File: src/rtl/fetch_unit.sv
// -----------------------------------------------------------------------------
// fetch_unit
//   Instruction fetch stage. It owns the PC and issues one read at a time to
//   instruction memory over a req/ack handshake. The fetched word is handed to
//   the controller/datapath together with its PC and PC+8 (the R15 read value).
//   When the consumed instruction redirects (PCSrc), the next fetch goes to
//   branch_target; otherwise it goes to PC+4. A memory that never acks, or a
//   misaligned redirect target, parks the unit in a sticky error state.
//
// Ports
//   clk, reset                clock (rising edge), async active-low reset
//   imem_req/imem_addr        read request and word-aligned address
//   imem_rdata/imem_ack       read data, valid in the ack cycle only
//   instr_valid/instr_ready   handshake toward the controller/datapath
//   PCSrc/branch_target       redirect, sampled when an instruction is consumed
//   Instr/pc/pc_plus8         fetched word, its address, address + 8
//   fetch_err                 sticky trap flag (timeout or misaligned target)
// -----------------------------------------------------------------------------
module fetch_unit #(
    parameter logic [31:0] RESET_PC = 32'h0000_0000,
    parameter int unsigned TIMEOUT  = 15
) (
    input  logic        clk,
    input  logic        reset,
    output logic        imem_req,
    output logic [31:0] imem_addr,
    input  logic [31:0] imem_rdata,
    input  logic        imem_ack,
    output logic        instr_valid,
    input  logic        instr_ready,
    input  logic        PCSrc,
    input  logic [31:0] branch_target,
    output logic [31:0] Instr,
    output logic [31:0] pc,
    output logic [31:0] pc_plus8,
    output logic        fetch_err
);

    typedef enum logic [1:0] {
        IDLE  = 2'd0,
        ISSUE = 2'd1,
        VALID = 2'd2,
        ERROR = 2'd3
    } state_t;

    // Low bits forced to zero so the PC can never become misaligned.
    localparam logic [31:0] PC_RST   = {RESET_PC[31:2], 2'b00};
    // The request is held for exactly TIMEOUT cycles; the last one is still
    // allowed to carry the ack.
    localparam logic [7:0]  TMO_LAST = 8'(TIMEOUT - 1);

    state_t      state_q;
    logic [31:0] pc_q;
    logic [31:0] instr_q;
    logic        req_q;
    logic        valid_q;
    logic        err_q;
    logic [7:0]  timer_q;

    logic [31:0] pc_d;
    logic        tgt_bad;

    // Next fetch address for the instruction being consumed (mod 2^32).
    assign pc_d    = PCSrc ? branch_target : pc_q + 32'd4;
    assign tgt_bad = PCSrc && (branch_target[1:0] != 2'b00);

    always_ff @(posedge clk or negedge reset) begin
        if (!reset) begin
            state_q <= IDLE;
            pc_q    <= PC_RST;
            instr_q <= 32'h0;
            req_q   <= 1'b0;
            valid_q <= 1'b0;
            err_q   <= 1'b0;
            timer_q <= 8'h0;
        end else begin
            case (state_q)
                IDLE: begin
                    // Any ack seen here belongs to a request killed by reset.
                    state_q <= ISSUE;
                    req_q   <= 1'b1;
                    timer_q <= 8'h0;
                end
                ISSUE: begin
                    if (imem_ack) begin
                        instr_q <= imem_rdata;
                        timer_q <= 8'h0;
                        req_q   <= 1'b0;
                        valid_q <= 1'b1;
                        state_q <= VALID;
                    end else if (timer_q == TMO_LAST) begin
                        timer_q <= 8'h0;
                        req_q   <= 1'b0;
                        err_q   <= 1'b1;
                        state_q <= ERROR;
                    end else begin
                        timer_q <= timer_q + 8'd1;
                    end
                end
                VALID: begin
                    if (instr_ready) begin
                        valid_q <= 1'b0;
                        if (tgt_bad) begin
                            // PC is left pointing at the offending instruction.
                            err_q   <= 1'b1;
                            state_q <= ERROR;
                        end else begin
                            pc_q    <= pc_d;
                            req_q   <= 1'b1;
                            state_q <= ISSUE;
                        end
                    end
                end
                default: begin
                    req_q   <= 1'b0;
                    valid_q <= 1'b0;
                    err_q   <= 1'b1;
                    state_q <= ERROR;
                end
            endcase
        end
    end

    assign imem_req    = req_q;
    assign imem_addr   = pc_q;
    assign instr_valid = valid_q;
    assign Instr       = instr_q;
    assign pc          = pc_q;
    assign pc_plus8    = pc_q + 32'd8;
    assign fetch_err   = err_q;

endmodule

File: config.mk
export PLATFORM = sky130hd
export DESIGN_NAME = fetch_unit
export DESIGN_NICKNAME = d
export VERILOG_FILES = /design/src/rtl/fetch_unit.sv
export SDC_FILE = /design/constraint.sdc
export NUM_CORES = 1
export LEC_CHECK = 0
export BUFFER_PORTS_ARGS = -buffer_cell sky130_fd_sc_hd__buf_2
export CAP_MARGIN = 25
export CORE_UTILIZATION = 35
export CTS_BUF_LIST = sky130_fd_sc_hd__clkbuf_16
export DETAILED_ROUTE_END_ITERATION = 16
export GPL_TIMING_DRIVEN = 0
export HOLD_SLACK_MARGIN = 0.03
export PLACE_DENSITY_LB_ADDON = 0.25
export SETUP_SLACK_MARGIN = 0.4
export SYNTH_ARGS = -nofsm -noshare
export SYNTH_HDL_FRONTEND = slang
export SYNTH_SLANG_ARGS = --single-unit
File: constraint.sdc
create_clock -name clk -period 2.2 [get_ports clk]
set_clock_uncertainty 0.2 [all_clocks]
set_input_delay 0.11 -clock clk [delete_from_list [all_inputs] [get_ports clk]]
set_output_delay 0.11 -clock clk [all_outputs]
set_load 0.005 [all_outputs]
Yosys cells after proc, flatten, opt, wreduce, memory -nomap -nowiden
Index checks and enable logic that the tools add are counted.
{"block": "op_classes", "addsub": 3, "n_eq_ne": 10, "n_mux": 22, "n_bitwise": 2, "n_reduce_logical": 10}
{"operator": "adder 32 x 3 -> 32 bit (second input constant)", "count": 1}
{"operator": "adder 32 x 4 -> 32 bit (second input constant)", "count": 1}
{"operator": "two-way mux 32 bit", "count": 1}
{"operator": "two-way mux 8 bit", "count": 2}
{"operator": "case mux 8 bit (2 select lines)", "count": 1}
{"operator": "!= test 2 bit (second input constant)", "count": 6}
{"operator": "two-way mux 1 bit", "count": 10}
{"operator": "case mux 1 bit (3 select lines)", "count": 3}
{"operator": "AND reduction 3 bit", "count": 3}
{"operator": "adder 8 x 1 -> 8 bit (second input constant)", "count": 1}
{"operator": "== test 8 x 4 -> 1 bit (second input constant)", "count": 1}
{"operator": "two-way mux 2 bit", "count": 4}
{"operator": "case mux 2 bit (3 select lines)", "count": 1}
{"operator": "AND reduction 5 bit", "count": 1}
{"operator": "AND reduction 2 bit", "count": 2}
{"operator": "nonzero test 2 bit", "count": 2}
{"operator": "!= test 3 bit (second input constant)", "count": 1}
{"operator": "== test 2 x 1 -> 1 bit (second input constant)", "count": 1}
{"operator": "== test 2 bit (second input constant)", "count": 1}
{"operator": "logical NOT 2 bit", "count": 1}
{"operator": "inverter 1 bit", "count": 2}
{"operator": "logical AND 1 bit", "count": 1}
{"block": "word_totals", "ff_bits": 77, "input_bits": 69, "out_inout_bits": 131, "wordCells": 54}

Depth between registers and ports, before layout
Gate-level depths: netlist of the first run.
{"block": "depth", "depth_word": 5, "mapped_depth": 7, "ltp_nobuf": 6}

Worst setup path before layout of the first run
No wires, ideal clock.
{"block": "synth_path", "path_type": "reg2out", "start": "register pc_q[4], in the netlist imem_addr[4]", "end": "output pc_plus8[29]", "arrival_time_ns": 1.974, "required_time_ns": 1.890, "slack_ns": -0.084, "stages_incl_launch_ff": 7, "path_buffers": 0, "path_cell_list": "dfrtp_1 > ha_1 > nand3_2 > nor4_4 > nand2_4 > or3_4 > xnor2_1"}
{"block": "synth_via", "elab_chain_cells": 1}
{"element": "from (decl)", "line": "53", "source": "logic [31:0] pc_q;"}
{"element": "from (signal assigned)", "line": "108", "source": "pc_q <= pc_d;"}
{"element": "adder 32 x 4 -> 32 bit", "line": "129", "source": "assign pc_plus8 = pc_q + 32'd8;"}
{"element": "to (decl)", "line": "35", "source": "output logic [31:0] pc_plus8,"}
Every way passes these cells.

Worst setup path in the final report of the first run
{"block": "layout_path", "start": "register pc_q[12], in the netlist imem_addr[12]", "end": "output pc_plus8[21]"}
Same word-level chain as after synthesis.

==> metrics.md, run 1 <==
| Metric | Value |
|---|---|
| Run status | `finished, violations left` |
| Violations in the final reports | `negative setup slack` |
| Crit path max fanout | `4` |
| Detailed Routing Iterations Pass 1 | `5` |
| Number of port buffers | `199` |
| Die area | `about 14000 sq um` |
| Synth-to-Final Area Change | `83.93%` |
| Antenna violations before repair | `1` |
| Cell Count Post-Placement | `879` |
| Standby leakage power | `4.356 nW` |
| Clock tree from TritonCTS | `done` |
| Max IR drop VDD | `0.0005963 V` |
| Setup repair after global routing missed its margin | `yes` |
| Sequential fraction of design power | `31.0%` |
| Max-slew violation count | `0` |
| Floorplan row count | `42` |
| Power Density | `889.9 nW/um^2` |
| Share of power burned in combinational logic | `49.8%` |
| Power dissipated by switching net loads | `2.790 mW` |
| Synth Cell Area | `~4800 sq um` |
| I/O pin count | `200` |
| Root buf cell | `sky130_fd_sc_hd__clkbuf_16` |
| Element type at the critical path start | `flop` |
| Total DRC errors in the routed layout | `0` |
| FF+latch area | `about 1900 sq um` |
| Footprint of the multi-input gates | `2952 sq um` |
| Global-route total usage across every layer | `26.15%` |
| Post-layout min period | `approximately 2400 ps` |
| PnR worst setup slack | `-229.6 ps` |
| Data required time at the worst endpoint | `1890 ps` |
| Fraction of final layout cells with drive strength greater than 1 | `60.09%` |
| Estimated wirelength of the detail-placed design | `11680 um` |
| Post-Layout Cell Count | `between 1000 and 1500` |
| Syn_area_per_cell | `9.460 sq um` |
| Area share of the largest cell type after synthesis | `40.49%` |
| Share of total power in the clock network | `a little under a fifth` |
| Critical setup path kind | `flop to primary output` |
| Number of global-route vias before repair | `5556` |
| Cell with the most instances after synthesis | `sky130_fd_sc_hd__dfrtp_1` |
| Switching share of total power | `35.82%` |
| Hold violation count in the final report | `0` |
| Number of nets produced by synthesis | `~580` |
| Number of nets at the end of the flow | `~970` |
| Cell count after synthesis | `503` |
| Sinks on the clock net | `77` |
| Die boundary height | `118.6 um` |
| Starting utilization of the core area | `35.93%` |
| Core region area | `roughly 13000 sq um` |
| Number of maximum-capacitance violations | `0` |
| H-tree Lvls | `3` |
| Number of vias in the routed layout | `5836` |
| Average detailed-routed wire length per instance | `18.74 um` |
| Post-route fraction of the period consumed by the critical path | `110.4%` |
| Least-Margin Pin Slew | `approximately 950 ps` |
| GPL Wtd Cong | `0.9269` |
| Async S/R FF share, synth | `100.0%` |
| Cell type contributing the most total cell area after synthesis | `sky130_fd_sc_hd__dfrtp_1` |
| Arr. time, crit path | `approximately 2100 ps` |
| Detail-routed via count per cell | `5.434` |
| Overflow after GRT | `0` |
| First-iteration detailed-routing DRC count | `387` |
| Post-synthesis cell type count | `66` |
| Number of flops mapped to enable cells by yosys | `0` |
| Antenna-violating nets left | `0` |
| Sequential share of the synthesized area | `40.49%` |
| Yosys warning count | `0` |
| Number of synthesized register bits | `77` |
| Most used standard cells in the synthesized netlist | `sky130_fd_sc_hd__dfrtp_1 (77), sky130_fd_sc_hd__buf_4 (37), sky130_fd_sc_hd__nor2_1 (37), sky130_fd_sc_hd__nand2_1 (36), sky130_fd_sc_hd__o21ai_0 (36)` |
| Total CTS buffers | `9` |
| Fill cell count | `just over 1000` |
| CTS clk-pin slew, worst paths | `60 ps` |
| Critical path endpoint category | `primary output` |
| Clock latency reported for the late side of the worst-skew pair | `around 350 ps` |
| Maximum number of pins on one net before global-route repair | `44` |
| Placement-stage worst setup slack | `-327.7 ps` |
| CTS Buffer Depth | `2` |
| Final number of setup-violating endpoints | `21` |
| Total detailed-routing wirelength | `20120 um` |
| Main flop type after synthesis | `sky130_fd_sc_hd__dfrtp_1` |
| Worst hold path type | `primary input to flop` |
| Worst slew slack as a fraction of its limit | `around 36%` |
| Synth top area cells | `sky130_fd_sc_hd__dfrtp_1 (40%), sky130_fd_sc_hd__mux2_2 (7.6%), sky130_fd_sc_hd__buf_4 (5.8%)` |
| First-pass GRT wire length | `28570 um` |
| Internal Dissipation | `4.999 mW` |
| Chip width | `118.6 um` |
| Max Clk Rate | `0.4116 GHz` |
-- through the flow --
| step | util (%) | TNS (ps) | area (sq um) | hold WS [ps] | power (mW) |
|---|---|---|---|---|---|
| 6_report | 66.09 | -2453 | 8752 | 40.82 | 7.789 |
| 5_1_grt | 66.07 | -3953 | 8750 | 59.45 | 8.177 |
| 4_1_cts | 61.20 | -875.0 | 8104 | 43.29 | 7.294 |
| 3_5_place_dp | 46.21 | -1333 | 6120 | -90.24 | 5.107 |
| 3_3_place_gp | 45.98 | -1032 | 6090 | 141.3 | 5.021 |
| 2_1_floorplan | - | 0 | 4873 | -385.6 | 3.846 |
-- path summary, 6_finish.rpt --
kind,from,endpoint,slack [ps],cells past startpoint
setup / recovery,imem_addr[12]$_DFFE_PN0P_,pc_plus8[21],-230,7
hold / removal,branch_target[24],imem_addr[24]$_DFFE_PN0P_,40,4
setup reg to reg,imem_addr[12]$_DFFE_PN0P_,imem_addr[27]$_DFFE_PN0P_,-80,8
hold reg to reg,fetch_err$_DFFE_PN0P_,fetch_err$_DFFE_PN0P_,270,1
max in group asynchronous,reset,timer_q[4]$_DFFE_PN0P_,1110,3
min in group asynchronous,reset,imem_addr[26]$_DFFE_PN0P_,70,2
-- flip-flops by register name (all words and copies together) (netlist names) --
name,flops
instr_valid,1
imem_req,1
fetch_err,1
timer_q,8
state_q,2
Instr,32
imem_addr,32
-- final cells by class --
class	instances	share of cell area [%]
Tap cell	176	2.516
Timing Repair Buffer	378	31.17
Inverter	11	0.4718
Antenna cell	1	0.02859
Multi-Input combinational cell	345	33.72
Buffer	70	6.562
Sequential cell	77	22.22
Clock buffer	9	2.573
Clock inverter	7	0.7434
-- placed cells by master, fill, tap and decap left out, drive strengths merged, types with 5 or more instances in the layout --
master         n
nand3         19
xnor2         13
dfrtp         77
o22ai          5
nor4           7
o21a           6
inv           12
nand4         21
o21ai         36
a21oi         20
nor2          37
clkbuf        23
nand2         37
buf          371
and4           7
mux2          33
and2           5
dlygate4sd3   63
nor3          17
clkinv         5
xor2          16
-- per-layer routing --
metal | share of wire [%] | global-route usage, %
met1 | 36 | 30.40
met2 | 50 | 44.85
met3 | 9.1 | 7.191
met4 | 4.4 | 11.39
met5 | 0 | 0
-- critical path, stage by stage (launching register included) --
cell and delay (ps):
sky130_fd_sc_hd__dfrtp_1 370, sky130_fd_sc_hd__buf_6 130, sky130_fd_sc_hd__nand4_4 140, sky130_fd_sc_hd__nor4_4 380, sky130_fd_sc_hd__buf_4 210, sky130_fd_sc_hd__nand4_1 160, sky130_fd_sc_hd__xnor2_1 220, sky130_fd_sc_hd__buf_2 140
-- power by group through the flow --
| stage | combinational (mW) | sequential, mW | clock (mW) |
|---|---|---|---|
| 2_1_floorplan | 1.45 | 2.39 | 0 |
| 3_3_place_gp | 2.61 | 2.41 | 0 |
| 3_5_place_dp | 2.66 | 2.44 | 0 |
| 4_1_cts | 3.40 | 2.38 | 1.51 |
| 5_1_grt | 4.14 | 2.47 | 1.57 |
| 6_report | 3.88 | 2.42 | 1.49 |
-- cells by family (layout without fill, tap and decap cells) --
family / after synthesis / count (layout) / synth area share, %
simple gates: 171 / 171 / 19.93
compound gates: 106 / 106 / 14.36
buf+inv: 81 / 475 / 10.60
flops: 77 / 77 / 40.49
mux: 35 / 35 / 8.230
xor+xnor: 29 / 29 / 5.338
fa+ha+maj: 4 / 4 / 1.052
other cells: 0 / 1 / 0
-- what timing repair did --
| action | 4_1_cts | 5_1_grt |
|---|---|---|
| hold buffers | 63 | 0 |
| gates cloned | 0 | 2 |
| pin swaps | 46 | 52 |
| endpoints found under the setup margin | 95 | 93 |
| setup buffers | 73 | 40 |
| resized for setup | 135 | 83 |
| hold endpoints to repair | 141 | 0 |
No activity file was read; power rests on OpenSTA's default activity.
==> run 2, diff against run 1 <==
--- a/config.mk
+++ b/config.mk
@@ -12,7 +12,9 @@
 export DETAILED_ROUTE_END_ITERATION = 16
 export GPL_TIMING_DRIVEN = 0
 export HOLD_SLACK_MARGIN = 0.03
+export MAX_ROUTING_LAYER = met4
 export PLACE_DENSITY_LB_ADDON = 0.25
+export RECOVER_POWER = 25
 export SETUP_SLACK_MARGIN = 0.4
 export SYNTH_ARGS = -nofsm -noshare
 export SYNTH_HDL_FRONTEND = slang
==> run 2 against run 1 <==
  * The run still ends with negative setup slack left
  * Hold slack got worse by 1.5 ps
  * First-iteration DRC count rose by 12%
  * Setup slack improved by 37 ps
  * Core utilization fell by 1.3 points
  * Clock power barely moved
  * Non-clock buffer count fell by 5
  * Sequential share of layout area rose by 0.45 points
  * Sequential power barely moved
  * Register-to-register slack barely moved
  * Via count fell by 1.3%
  * Power fell by 3.5%
  * Critical path type unchanged
  * Largest power group unchanged
==> metrics.md, run 2 (synthesis results as in run 1) <==
| Metric | Value |
|---|---|
| Number of maximum-capacitance violations | `0 (unchanged)` |
| Post-Layout Cell Count | `1067 (-0.65%)` |
| Share of total power in the clock network | `19.4% (+0.2 points)` |
| Core region area | `13240 sq um (unchanged)` |
| Total detailed-routing wirelength | `19340 um (-3.9%)` |
| Hold violation count in the final report | `0 (unchanged)` |
| Detail-routed via count per cell | `5.396 (-0.69%)` |
| Clock latency reported for the late side of the worst-skew pair | `350 ps (about the same)` |
| Least-Margin Pin Slew | `851.7 ps (-99.87 ps)` |
| Power Density | `876.4 nW/um^2 (-1.5%)` |
| Detailed Routing Iterations Pass 1 | `5 (unchanged)` |
| Final number of setup-violating endpoints | `23 (+9.5%)` |
| Antenna-violating nets left | `0 (unchanged)` |
| Total DRC errors in the routed layout | `0 (unchanged)` |
| Internal Dissipation | `4.843 mW (-3.1%)` |
| H-tree Lvls | `3 (unchanged)` |
| First-iteration detailed-routing DRC count | `433 (+12%)` |
| Switching share of total power | `35.57% (-0.25 points)` |
| I/O pin count | `200 (unchanged)` |
| Number of port buffers | `199 (unchanged)` |
| Critical path endpoint category | `primary output` |
| Power dissipated by switching net loads | `2.673 mW (-4.2%)` |
| Max-slew violation count | `0 (unchanged)` |
| Number of global-route vias before repair | `5700 (+2.6%)` |
| Number of vias in the routed layout | `5758 (-1.3%)` |
| Most used cells in the layout excluding fill and tap cells | `sky130_fd_sc_hd__buf_2 (191), sky130_fd_sc_hd__buf_4 (104), sky130_fd_sc_hd__dlygate4sd3_1 (64), sky130_fd_sc_hd__dfrtp_1 (63), sky130_fd_sc_hd__buf_6 (52)` |
| Worst slew slack as a fraction of its limit | `43.22% (+7.3 points)` |
| Post-route fraction of the period consumed by the critical path | `108.7% (-1.7 points)` |
| Final TNS setup | `-2074 ps (+378.9 ps)` |
| PnR worst setup slack | `-192.4 ps (+37.15 ps)` |
| Starting utilization of the core area | `35.93% (unchanged)` |
| Data required time at the worst endpoint | `1890 ps (about the same)` |
| Run status | `finished, violations left` |
| Most common cell after layout, fill and taps aside | `sky130_fd_sc_hd__buf_2` |
| Critical setup path kind | `flop to primary output` |
| Arr. time, crit path | `2080 ps (-40 ps)` |
| Die boundary height | `118.6 um (unchanged)` |
| Sinks on the clock net | `77 (unchanged)` |
| Util after Layout | `64.77% (-1.3 points)` |
| First-pass GRT wire length | `28880 um (+1.1%)` |
| Crit path max fanout | `3 (-1)` |
| CTS Buffer Depth | `2 (unchanged)` |
| Global-route total usage across every layer | `27.13% (+0.98 points)` |
| Standby leakage power | `4.244 nW (-2.6%)` |
| Total CTS buffers | `9 (unchanged)` |
| Number of nets at the end of the flow | `960 (-0.52%)` |
| Maximum number of pins on one net before global-route repair | `45 (+2.3%)` |
| Worst hold path type | `primary input to flop` |
| Fraction of final layout cells with drive strength greater than 1 | `57.91% (-2.2 points)` |
| Max Clk Rate | `0.4180 GHz (+1.6%)` |
| GPL Wtd Cong | `0.9357 (+0.95%)` |
| Post-layout power | `7.517 mW (-3.5%)` |
| Share of power burned in combinational logic | `48.8% (-1.0 points)` |
| ANT cells | `0 (-1)` |
| Chip width | `118.6 um (unchanged)` |
| Max IR drop VDD | `0.0006122 V (+2.7%)` |
| Setup repair after global routing missed its margin | `yes` |
| CTS clk-pin slew, worst paths | `70 ps (about the same)` |
| Sequential fraction of design power | `31.8% (+0.8 points)` |
| Floorplan row count | `42 (unchanged)` |
| Root buf cell | `sky130_fd_sc_hd__clkbuf_16` |
| Overflow after GRT | `0 (unchanged)` |
| Post-layout min period | `2392 ps (-37.15 ps)` |
| Die area | `14070 sq um (unchanged)` |
| Antenna violations before repair | `0 (-1)` |
| Clock tree from TritonCTS | `done` |
| Synth-to-Final Area Change | `80.25%` |
| Cell Count Post-Placement | `879 (unchanged)` |
| Violations in the final reports | `negative setup slack` |
| Element type at the critical path start | `flop` |
| Average detailed-routed wire length per instance | `18.12 um (-3.3%)` |
| Estimated wirelength of the detail-placed design | `11620 um (-0.49%)` |
## run 2: per-stage QoR
stage | cell area (sq um) | worst slack [ps] | hold slack, ps
after floorplan | 4873 | 178.6 | -385.6
after global placement | 6090 | -288.7 | 141.2
after detailed placement | 6120 | -277.7 | -103.6
after CTS | 8115 | -149.7 | 42.45
after global routing | 8577 | -247.8 | 50.19
final | 8577 | -192.4 | 39.28
## run 2: final timing paths
| path | start | end | slack, ps | cells after the start |
|---|---|---|---|---|
| setup reg to reg | imem_addr[4]$_DFFE_PN0P_ | imem_addr[27]$_DFFE_PN0P_ | -90 | 9 |
| hold / removal | branch_target[24] | imem_addr[24]$_DFFE_PN0P_ | 40 | 4 |
| min in group asynchronous | reset | imem_addr[30]$_DFFE_PN0P_ | 220 | 2 |
| setup / recovery | imem_addr[4]$_DFFE_PN0P_ | pc_plus8[29] | -190 | 7 |
| max in group asynchronous | reset | timer_q[4]$_DFFE_PN0P_ | 310 | 3 |
| hold reg to reg | fetch_err$_DFFE_PN0P_ | fetch_err$_DFFE_PN0P_ | 280 | 1 |
## run 2: what timing repair did
item / in CTS / in global routing
gates resized for setup: 123 / 76
buffers inserted: 78 / 31
hold endpoints to repair: 141 / 0
hold buffers: 64 / 0
pin swaps: 58 / 49
setup endpoints to repair: 97 / 85
## run 2: routing by layer
layer / GRT usage, % / vias to the layer above / wire length, um
met2: 45.14 / 368 / 9528
met3: 4.585 / 98 / 1629
met4: 13.84 / 0 / 915
met5: - / - / 0
li1: - / 2549 / -
met1: 31.49 / 2743 / 7264
## run 2: power groups by stage
| stage | Clock, mW | Combinational (mW) | Sequential, mW |
|---|---|---|---|
| after floorplan | 0 | 1.45 | 2.39 |
| after global routing | 1.54 | 3.91 | 2.47 |
| after global placement | 0 | 2.62 | 2.40 |
| final | 1.46 | 3.67 | 2.39 |
| after detailed placement | 0 | 2.66 | 2.43 |
| after CTS | 1.47 | 3.35 | 2.36 |
## run 2: area by class of cell
class	count	area, sq um
tap	176	220.2
fill	1053	4666
clock buffer	9	225.2
clock inverter	6	56.30
sequential	77	1944
inverter	11	41.29
buffer	70	573.1
timing repair buffer	373	2621
multi-input combinational	345	2895
## run 2: critical path, stage by stage (launching register included)
cell                      delay, ps
sky130_fd_sc_hd__dfrtp_2        390
sky130_fd_sc_hd__ha_4           160
sky130_fd_sc_hd__nand3_4        100
sky130_fd_sc_hd__nor4_4         350
sky130_fd_sc_hd__nand2_4        110
sky130_fd_sc_hd__or3_4          360
sky130_fd_sc_hd__xnor2_2        130
sky130_fd_sc_hd__buf_2          130
